**config.mk**
```make
export PLATFORM = sky130hd
export DESIGN_NAME = dq_ctrl_flat
export DESIGN_NICKNAME = d
export VERILOG_FILES = /design/src/rtl/dq_ctrl_if.sv /design/src/rtl/dq_ctrl.sv /design/src/flat_wrapper.sv
export SDC_FILE = /design/constraint.sdc
export NUM_CORES = 1
export LEC_CHECK = 0
export BUFFER_PORTS_ARGS = -buffer_cell sky130_fd_sc_hd__buf_4
export CORE_MARGIN = 3
export CORE_UTILIZATION = 52
export DETAILED_ROUTE_END_ITERATION = 7
export GPL_TIMING_DRIVEN = 1
export PLACE_DENSITY = 0.81
export SKIP_CTS_REPAIR_TIMING = 1
export SYNTH_ARGS = -nofsm -noshare
export SYNTH_HDL_FRONTEND = slang
export SYNTH_SLANG_ARGS = --single-unit
```
**constraint.sdc**
```tcl
create_clock -name clk -period 1.6 [get_ports clk]
set_input_delay 0.32 -clock clk [delete_from_list [all_inputs] [get_ports clk]]
set_output_delay 0.32 -clock clk [all_outputs]
set_load 0.01 [all_outputs]
```
**src/rtl/dq_ctrl_if.sv**
```systemverilog
// dq_ctrl_if: control, payload and status bundle of the delay queue.
// master drives the queue inputs, slave is the queue itself.
interface dq_ctrl_if #(
  parameter int WIDTH = 8,
  parameter int DEPTH = 2,
  parameter int LW    = $clog2(DEPTH + 1)
);
  logic             en;
  logic             flush;
  logic [LW-1:0]    len;
  logic             in_valid;
  logic [WIDTH-1:0] d;
  logic             out_valid;
  logic [WIDTH-1:0] q;
  logic             busy;
  logic [LW-1:0]    count;

  modport master (
    output en, flush, len, in_valid, d,
    input  out_valid, q, busy, count
  );

  modport slave (
    input  en, flush, len, in_valid, d,
    output out_valid, q, busy, count
  );
endinterface

```
**src/rtl/dq_ctrl.sv**
```systemverilog
// dq_ctrl: variable-tap delay queue with stall, flush and in-flight status.
// Payload and valid shift together; len selects which stage is visible.
module dq_ctrl #(
  parameter int WIDTH = 8,
  parameter int DEPTH = 2,
  parameter int LW    = $clog2(DEPTH + 1)
) (
  input logic     clk,
  input logic     rst,
  dq_ctrl_if.slave bus
);

  logic [DEPTH-1:0][WIDTH-1:0] data_q, data_d;
  logic [DEPTH-1:0]            vld_q, vld_d;

  logic [LW-1:0]    l_eff;
  logic [LW-1:0]    tap;
  logic [WIDTH-1:0] q_sel;
  logic             ov_sel;
  logic [LW-1:0]    cnt;

  always_comb begin
    data_d = data_q;
    vld_d  = vld_q;
    if (bus.flush) begin
      vld_d = '0;
    end else if (bus.en) begin
      data_d[0] = bus.d;
      vld_d[0]  = bus.in_valid;
      for (int i = 1; i < DEPTH; i++) begin
        data_d[i] = data_q[i-1];
        vld_d[i]  = vld_q[i-1];
      end
    end
  end

  always_ff @(posedge clk) begin
    if (rst) begin
      data_q <= '0;
      vld_q  <= '0;
    end else begin
      data_q <= data_d;
      vld_q  <= vld_d;
    end
  end

  // Out-of-range len clamps into 1..DEPTH.
  always_comb begin
    if (bus.len == '0) begin
      l_eff = LW'(1);
    end else if (bus.len > LW'(DEPTH)) begin
      l_eff = LW'(DEPTH);
    end else begin
      l_eff = bus.len;
    end
  end

  always_comb begin
    tap    = l_eff - LW'(1);
    q_sel  = '0;
    ov_sel = 1'b0;
    cnt    = '0;
    for (int i = 0; i < DEPTH; i++) begin
      if (LW'(i) == tap) begin
        q_sel  = data_q[i];
        ov_sel = vld_q[i];
      end
      if ((LW'(i) < l_eff) && vld_q[i]) begin
        cnt = cnt + LW'(1);
      end
    end
  end

  assign bus.q         = q_sel;
  assign bus.out_valid = ov_sel;
  assign bus.count     = cnt;
  assign bus.busy      = (cnt != '0);

endmodule
```
**src/flat_wrapper.sv**
```systemverilog
// flat-port wrapper written by rule: the top's interface ports become plain ports
module dq_ctrl_flat 
#(
  parameter int WIDTH = 8,
  parameter int DEPTH = 2,
  parameter int LW    = $clog2(DEPTH + 1)
)
  (clk, rst, bus_en, bus_flush, bus_len, bus_in_valid, bus_d, bus_out_valid, bus_q, bus_busy, bus_count);
  dq_ctrl_if #(.WIDTH(WIDTH), .DEPTH(DEPTH), .LW(LW)) bus_i ();
  input logic clk;
  input logic rst;
  input wire logic [$bits(bus_i.en)-1:0] bus_en;
  input wire logic [$bits(bus_i.flush)-1:0] bus_flush;
  input wire logic [$bits(bus_i.len)-1:0] bus_len;
  input wire logic [$bits(bus_i.in_valid)-1:0] bus_in_valid;
  input wire logic [$bits(bus_i.d)-1:0] bus_d;
  output wire logic [$bits(bus_i.out_valid)-1:0] bus_out_valid;
  output wire logic [$bits(bus_i.q)-1:0] bus_q;
  output wire logic [$bits(bus_i.busy)-1:0] bus_busy;
  output wire logic [$bits(bus_i.count)-1:0] bus_count;
  assign bus_i.en = bus_en;
  assign bus_i.flush = bus_flush;
  assign bus_i.len = bus_len;
  assign bus_i.in_valid = bus_in_valid;
  assign bus_i.d = bus_d;
  assign bus_out_valid = bus_i.out_valid;
  assign bus_q = bus_i.q;
  assign bus_busy = bus_i.busy;
  assign bus_count = bus_i.count;
  dq_ctrl #(.WIDTH(WIDTH), .DEPTH(DEPTH), .LW(LW)) u_core (.clk(clk), .rst(rst), .bus(bus_i));
endmodule
```
==> results of run 1 <==
metal layers:
| layer | share of wire [%] | vias to the layer above | global-route usage (%) |
|---|---|---|---|
| met4 | 0.60 | 0 | 4.84 |
| met1 | 43 | 325 | 18.8 |
| met5 | 0 | - | 0 |
| li1 | - | 350 | - |
| met2 | 50 | 20 | 30.2 |
| met3 | 6.9 | 2 | 7.14 |
registers in the layout, summed over array words and instances (netlist names):
register,count
u_core.data_q,16
u_core.vld_q,2
logic make-up after synthesis:
kind of cell / synth area share [%]
flops: 40.2
buf+inv: 6.69
simple gates: 24.1
mux: 21.2
fa+ha+maj: 2.79
compound gates: 5.02
cell usage in the layout (no fill, tap or decap):
cell	Yosys	layout
nor2b_1	1	1
mux2i_1	10	10
nand2_1	1	1
o21ai_1	8	8
dfxtp_1	18	18
ha_1	2	2
mux2_2	8	8
nand4bb_1	8	8
buf_4	2	27
nor3_1	2	2
o21ai_0	1	1
inv_1	3	3
clkbuf_8	0	1
clkbuf_4	0	3
nand2b_1	17	17
path summary, 6_finish.rpt:
kind / start / slack, ns / cells past startpoint / end
max: u_core.vld_q[0] / 0.11 / 3 / bus_count[0]
min: bus_flush / 0.28 / 2 / u_core.vld_q[1]
max reg2reg: u_core.vld_q[0] / 0.92 / 2 / u_core.vld_q[0]
min reg2reg: u_core.data_q[15] / 0.47 / 2 / u_core.data_q[15]
report_power, final:
part           internal, W  total (W)  leakage, nW  switching, W
Clock             0.000139   0.000273       0.0210      0.000134
Sequential        0.000462   0.000469        0.146    0.00000727
Combinational    0.0000703   0.000122        0.344     0.0000517
Total             0.000671   0.000865        0.512      0.000193
final cells by class:
| class | instances | area share [%] |
|---|---|---|
| Clock buffer | 4 | 3.28 |
| Timing Repair Buffer | 27 | 18.3 |
| Sequential cell | 18 | 32.5 |
| Tap cell | 16 | 1.81 |
| Inverter | 3 | 1.02 |
| Multi-Input combinational cell | 58 | 43.1 |
stage by stage:
step	power (W)	setup WS [ns]	std cells
final	0.000865	0.106	126
after detailed placement	0.000603	0.258	122
after global routing	0.000904	0.0184	126
after global placement	0.000600	0.279	122
after floorplan	0.000554	0.369	87
after CTS	0.000874	0.0844	126
worst max-delay path: stages (launching register included):
cell and delay (ns):
dfxtp_1 0.39, inv_1 0.07, ha_1 0.29, buf_4 0.14
==> out/qor.csv, run 1 <==
metric,value,unit
first_pass_iters,4,
n_antenna_cell,0,
cp-start-kind,flop,
synth_edf_count,0,
slew_headroom,73.7,%
antenna_found_initial,0,
max_freq,669,MHz
setup_viol,0,
drt_iter0_drc,6,
fp-row-count,14,
synth_most_common_cell,dfxtp_1,
num-fill-cells,129,
yosysWarningCount,0,
hold_viol,0,
ys_seq_area_share,40.2,%
grt_max_degree,27,
rsz0062_at_grt,false,
drv_slew,0,
cts_buffer_depth,2,
end_kind,output pin,
drv_cap,0,
p_per_area,781,mW/mm^2
place_area,0.00107,mm^2
die_h,47.5,um
cp.required,1.28,ns
drc,0,
p_leak,0.512,nW
numPortBuffers,25,
status,completed,
cts_root_buf,clkbuf_4,
grt_pass1_wl,2.68,mm
via_count,697,
clock_skew,0.000634,ns
fin_hold_ws,0.278,ns
yosys-top-cells-count,"dfxtp_1 (18), nand2b_1 (17), mux2i_1 (10)",
ios,27,
synth_fp_nets,104,
synth_area_leader_cell,dfxtp_1,
synth_area_per_cell,10.3,um^2
crit_arrival,1.17,ns
seqCellArea,360,um^2
cts_buffers,3,
worst_slew_pin_slew,0.394,ns
areaGrowthSynthToFinish,23.4,%
routed_wl,1.68,mm
grt_pass1_vias,647,
gr-total-overflow,0,
path_clk_slew,0.10,ns
syn_inst,87,
coreArea,0.00156,mm^2
min_path_type,input port to flop,
place_congestion,0.683,
postRouteAntennaNets,0,
cts_tree,built,
final.period_utilization,93.4,%
ys.flop_type,dfxtp_1,
finalNetCount,128,
clk_latency,0.28,ns
multi_input_area,477,um^2
setup-tns-final,0,ns
final_area,0.00111,mm^2
cts_sinks,18,
post_drt_via_cell_ratio,5.53,
crit_fanout,4,
drive_gt1_share,35.5,%
peakVddDrop,0.930,mV
postSynth.asyncResetShare,0,%
die_w,47.5,um
synth_area_leaders,"dfxtp_1 (40%), nand2b_1 (12%), mux2i_1 (11%)",
critPathKind,flop to output pin,
htree_levels,1,
min_period,1.49,ns
synth.top_cell.area_share,40.2,%
dpl.hpwl,1.27,mm
wl_per_cell,13.3,um
final_util,71.0,%
ys_types,16,
dieArea,0.00226,mm^2
initial_core_util,57.5,%
ys_ff_latch,18,
synthesis.area,897,um^2
track_usage,17.1,%
(Power assumes the default switching activity.)
==> run 2, diff against run 1 <==
CORE_MARGIN = default   (was 3)
SLEW_MARGIN = 0   (was default)
==> run 2 against run 1 <==
Net effect: the run now ends with design-rule violations left; via count down 3.9%; sequential share of layout area did not move; critical endpoint unchanged; critical path type unchanged; highest routed layer unchanged; critical path depth unchanged; combinational power is essentially flat; flip-flop and latch count did not move.
==> out/qor.csv, run 2 (synthesis gave the netlist of run 1 again) <==
metric,value,unit,change
status,finished with violations,,
failed_checks,design-rule violations,,
drc,2,,+2
gr-total-overflow,0,,unchanged
place_congestion,0.711,,+4.2%
seqCellArea,360,um^2,unchanged
die_h,43.5,um,-8.4%
die_w,43.5,um,-8.4%
min_path_type,input port to flop,,
clock_skew,0.000791,ns,+0.000157 ns
r2r_slack,0.92,ns,about the same
drv_slew,0,,unchanged
ios,27,,unchanged
grt_pass1_wl,2.82,mm,+4.9%
post_drt_via_cell_ratio,5.32,,-3.9%
multi_input_area,477,um^2,unchanged
cp.required,1.28,ns,about the same
r2r_cells,2,,unchanged
layout_commonest_cell,buf_4,,
crit_chain,"inv_1, ha_1, buf_4",,
final.period_utilization,95.1,%,+1.7 points
initial_core_util,57.5,%,unchanged
numPortBuffers,25,,unchanged
worst_path_largest_cell_delay,0.39,ns,about the same
power,0.000875,W,+1.3%
crit_fanout,4,,unchanged
cts_root_buf,clkbuf_4,,
htree_levels,1,,unchanged
worst_slew_pin_slew,0.396,ns,+0.00195 ns
regToRegStartpoint,u_core.vld_q[0],,
cts_buffers,3,,unchanged
drv_cap,0,,unchanged
cpLargestDelayFamily,flip-flops,,
postRouteAntennaNets,0,,unchanged
hold_path_end,u_core.vld_q[0],,
cp-start-kind,flop,,
cp_slowest_cell,dfxtp_1,,
regToRegEndpoint,u_core.vld_q[1],,
areaGrowthSynthToFinish,23.4,%,unchanged
path_clk_slew,0.10,ns,about the same
track_usage,21.2,%,+4.1 points
critPathBufInv,2,,unchanged
coreArea,0.00156,mm^2,unchanged
top_regs,"u_core.data_q: 16 flops, u_core.vld_q: 2 flops",,
wl_per_cell,12.9,um,-2.7%
slew_headroom,73.6,%,-0.13 points
dieArea,0.00190,mm^2,-16%
clk_latency,0.31,ns,+0.03 ns
n_antenna_cell,0,,unchanged
p_leak,0.512,nW,unchanged
hold_start,bus_flush,,
setup_viol,0,,unchanged
drive_gt1_share,35.5,%,unchanged
grt_max_degree,27,,unchanged
critPathLaunch,u_core.vld_q[0],,
peakVddDrop,0.733,mV,-21%
rsz0062_at_grt,false,,
cts_buffer_depth,2,,unchanged
routed_wl,1.63,mm,-2.7%
top_register,u_core.data_q,,
via_count,670,,-3.9%
largest_reg_flops,16,,unchanged
fp-row-count,14,,unchanged
cts_tree,built,,
p_comb_share,13.9,%,-0.2 points
max_freq,657,MHz,-1.8%
crit_arrival,1.20,ns,+0.03 ns
first_pass_iters,6,,+2
setup-tns-final,0,ns,unchanged
finalNetCount,128,,unchanged
hold_depth,2,,unchanged
p_per_area,791,mW/mm^2,+1.3%
drt_iter0_drc,13,,+7
internal-power,0.000672,W,about the same
min_period,1.52,ns,+0.0267 ns
antenna_found_initial,0,,unchanged
cts_sinks,18,,unchanged
layout_common_cells,"buf_4 (27), dfxtp_1 (18), nand2b_1 (17)",,
dpl.hpwl,1.16,mm,-8.7%
hold_viol,0,,unchanged
critPathKind,flop to output pin,,
clkPwrFrac,32.5,%,+0.9 points
power_switching,0.000204,W,+5.3%
end_kind,output pin,,
num-fill-cells,134,,+3.9%
swShare,23.3,%,+0.89 points
grt_pass1_vias,644,,-0.46%
power_frac_seq,53.6,%,-0.7 points
run 2: cell counts in the layout (fill, tap and decap cells not counted):
Identical to the previous run, type by type.
run 2: cell type report:
| class | count | share of cell area, % |
|---|---|---|
| Tap cell | 16 | 1.81 |
| Inverter | 3 | 1.02 |
| Clock buffer | 4 | 3.28 |
| Sequential cell | 18 | 32.5 |
| Timing Repair Buffer | 27 | 18.3 |
| Multi-Input combinational cell | 58 | 43.1 |
run 2: layer usage:
metal  share of wire [%]  track usage (%)
met3                 5.1             7.50
met2                  47             32.7
met5                   0                0
met1                  45             25.1
met4                 2.7             13.1
run 2: power by group through the flow:
stage | Sequential [W] | Clock (W) | Combinational (W)
after detailed placement | 0.000480 | 0 | 0.000122
after global routing | 0.000471 | 0.000314 | 0.000132
after global placement | 0.000479 | 0 | 0.000120
after CTS | 0.000469 | 0.000297 | 0.000123
after floorplan | 0.000478 | 0 | 0.0000764
final | 0.000469 | 0.000285 | 0.000122
run 2: per-stage QoR:
step	area, um^2	util (%)	setup slack, ns	hold slack [ns]	cells
floorplan	897	-	0.369	0.445	87
global placement	1070	68.7	0.277	0.457	122
detailed placement	1070	68.7	0.253	0.461	122
CTS	1110	71.0	0.0590	0.239	126
global route	1110	71.0	0.0308	0.246	126
finish	1110	71.0	0.0790	0.255	126
run 2: worst max-delay path by stage:
stage / slack [ns] / cells after the start / endpoint
finish: 0.08 / 3 / bus_count[0]
global route: 0.03 / 3 / bus_count[0]
CTS: 0.06 / 3 / bus_count[0]
detailed placement: 0.25 / 4 / bus_count[0]
global placement: 0.28 / 4 / bus_count[0]
floorplan: 0.37 / 3 / bus_count[0]
==> run 3, diff against run 2 <==
--- a/config.mk
+++ b/config.mk
@@ -7,4 +7,5 @@
 export LEC_CHECK = 0
 export BUFFER_PORTS_ARGS = -buffer_cell sky130_fd_sc_hd__buf_4
+export CORE_MARGIN = 2
 export CORE_UTILIZATION = 52
 export DETAILED_ROUTE_END_ITERATION = 7
==> constraint.sdc (replaced) <==
create_clock -name clk -period 1.6 [get_ports clk]
set_input_delay 0.24 -clock clk [delete_from_list [all_inputs] [get_ports clk]]
set_output_delay 0.24 -clock clk [all_outputs]
set_load 0.01 [all_outputs]
==> run 3 against run 2 <==
Net effect: the run now ends clean; combinational power is essentially flat; via count shrank 0.15%; flip-flop and latch count unchanged; first-iteration DRC count is 31% lower; critical path depth stayed put; register-to-register slack about the same; wire length up 4.5%; die area increased by 9.4%; critical endpoint unchanged; largest power group unchanged.
==> out/qor.csv, run 3 (synthesis gave the netlist of run 1 again) <==
metric,value,unit,change
cts_buffers,3,,unchanged
dieArea,0.00207,mm^2,+9.4%
end_kind,output pin,,
status,completed,,
p_leak,0.505,nW,-1.4%
first_pass_iters,3,,-3
track_usage,18.7,%,-2.5 points
areaGrowthSynthToFinish,22.0,%,
numPortBuffers,25,,unchanged
grt_pass1_wl,2.78,mm,-1.2%
initial_core_util,53.7,%,-3.8 points
cp.required,1.36,ns,+0.08 ns
cts_tree,built,,
die_w,45.5,um,+4.6%
grt_pass1_vias,667,,+3.6%
largest_reg_flops,16,,unchanged
layout_commonest_cell,buf_4,,
p_per_area,737,mW/mm^2,-6.7%
drt_iter0_drc,9,,-4
dpl.hpwl,1.26,mm,+8.4%
n_antenna_cell,0,,unchanged
cts_root_buf,clkbuf_4,,
crit_fanout,4,,unchanged
place_congestion,0.688,,-3.3%
finalNetCount,128,,unchanged
coreArea,0.00167,mm^2,+7.1%
cp-start-kind,flop,,
path_clk_slew,0.09,ns,about the same
gr-total-overflow,0,,unchanged
peakVddDrop,0.461,mV,-37%
htree_levels,1,,unchanged
drc,0,,-2
crit_arrival,1.20,ns,about the same
fp-row-count,15,,+1
fin_hold_ws,0.201,ns,-0.0545 ns
top_register,u_core.data_q,,
setup-tns-final,0,ns,unchanged
wl_per_cell,13.5,um,+4.5%
min_period,1.44,ns,-0.0831 ns
critPathKind,flop to output pin,,
slew_headroom,74.6,%,+1.0 points
post_drt_via_cell_ratio,5.31,,-0.15%
final.period_utilization,89.9,%,-5.2 points
num-fill-cells,143,,+6.7%
power,0.000807,W,-7.8%
hold_viol,0,,unchanged
ios,27,,unchanged
routed_wl,1.70,mm,+4.5%
drv_cap,0,,unchanged
top_regs,"u_core.data_q: 16 flops, u_core.vld_q: 2 flops",,
min_path_type,input port to flop,,
clk_latency,0.28,ns,-0.03 ns
clock_skew,0.00282,ns,+0.00203 ns
drive_gt1_share,34.9,%,-0.59 points
postRouteAntennaNets,0,,unchanged
cts_buffer_depth,2,,unchanged
worst_slew_pin_slew,0.381,ns,-0.0151 ns
cts_sinks,18,,unchanged
rsz0062_at_grt,false,,
grt_max_degree,27,,unchanged
antenna_found_initial,0,,unchanged
via_count,669,,-0.15%
die_h,45.5,um,+4.6%
setup_viol,0,,unchanged
drv_slew,0,,unchanged
max_freq,695,MHz,+5.8%
layout_common_cells,"buf_4 (27), dfxtp_1 (18), nand2b_1 (17)",,
## run 3: final cells by class
cell class                 instances  area (um^2)  area share (%)
clock buffer                       3         22.5            2.06
inverter                           3         11.3            1.03
multi-input combinational         58          477            43.5
sequential                        18          360            32.9
tap                               17         21.3            1.94
timing repair buffer              27          203            18.5
## run 3: metrics by stage
| stage | cells | setup slack [ns] | instance area [um^2] | util [%] |
|---|---|---|---|---|
| after floorplan | 87 | 0.529 | 897 | - |
| after global placement | 123 | 0.437 | 1070 | 64.2 |
| after detailed placement | 123 | 0.398 | 1070 | 64.2 |
| after CTS | 126 | 0.154 | 1090 | 65.5 |
| after global routing | 126 | 0.0724 | 1090 | 65.5 |
| final | 126 | 0.162 | 1090 | 65.5 |
## run 3: worst max-delay path, stage by stage, from the launching register on
cell	delay, ns
dfxtp_1	0.39
inv_1	0.08
ha_1	0.30
buf_4	0.15
## run 3: worst paths after layout
| kind | startpoint | to | slack, ns | depth (start not counted) |
|---|---|---|---|---|
| hold reg to reg | u_core.data_q[13] | u_core.data_q[13] | 0.49 | 2 |
| setup reg to reg | u_core.vld_q[0] | u_core.vld_q[0] | 0.93 | 2 |
| setup / recovery | u_core.vld_q[0] | bus_count[0] | 0.16 | 3 |
| hold / removal | bus_flush | u_core.vld_q[1] | 0.20 | 2 |
## run 3: power by group
part	leakage, nW	internal, W	switching (W)
logic	0.344	0.0000705	0.0000522
clock network	0.0138	0.0000872	0.000128
registers	0.146	0.000462	0.00000727
total	0.505	0.000620	0.000187
## run 3: metal layers
metal	vias to the layer above	GRT usage, %	wire length, um
li1	349	-	-
met1	305	22.9	783
met2	15	31.5	865
met3	0	3.57	56
met4	0	8.24	0
met5	-	0	0
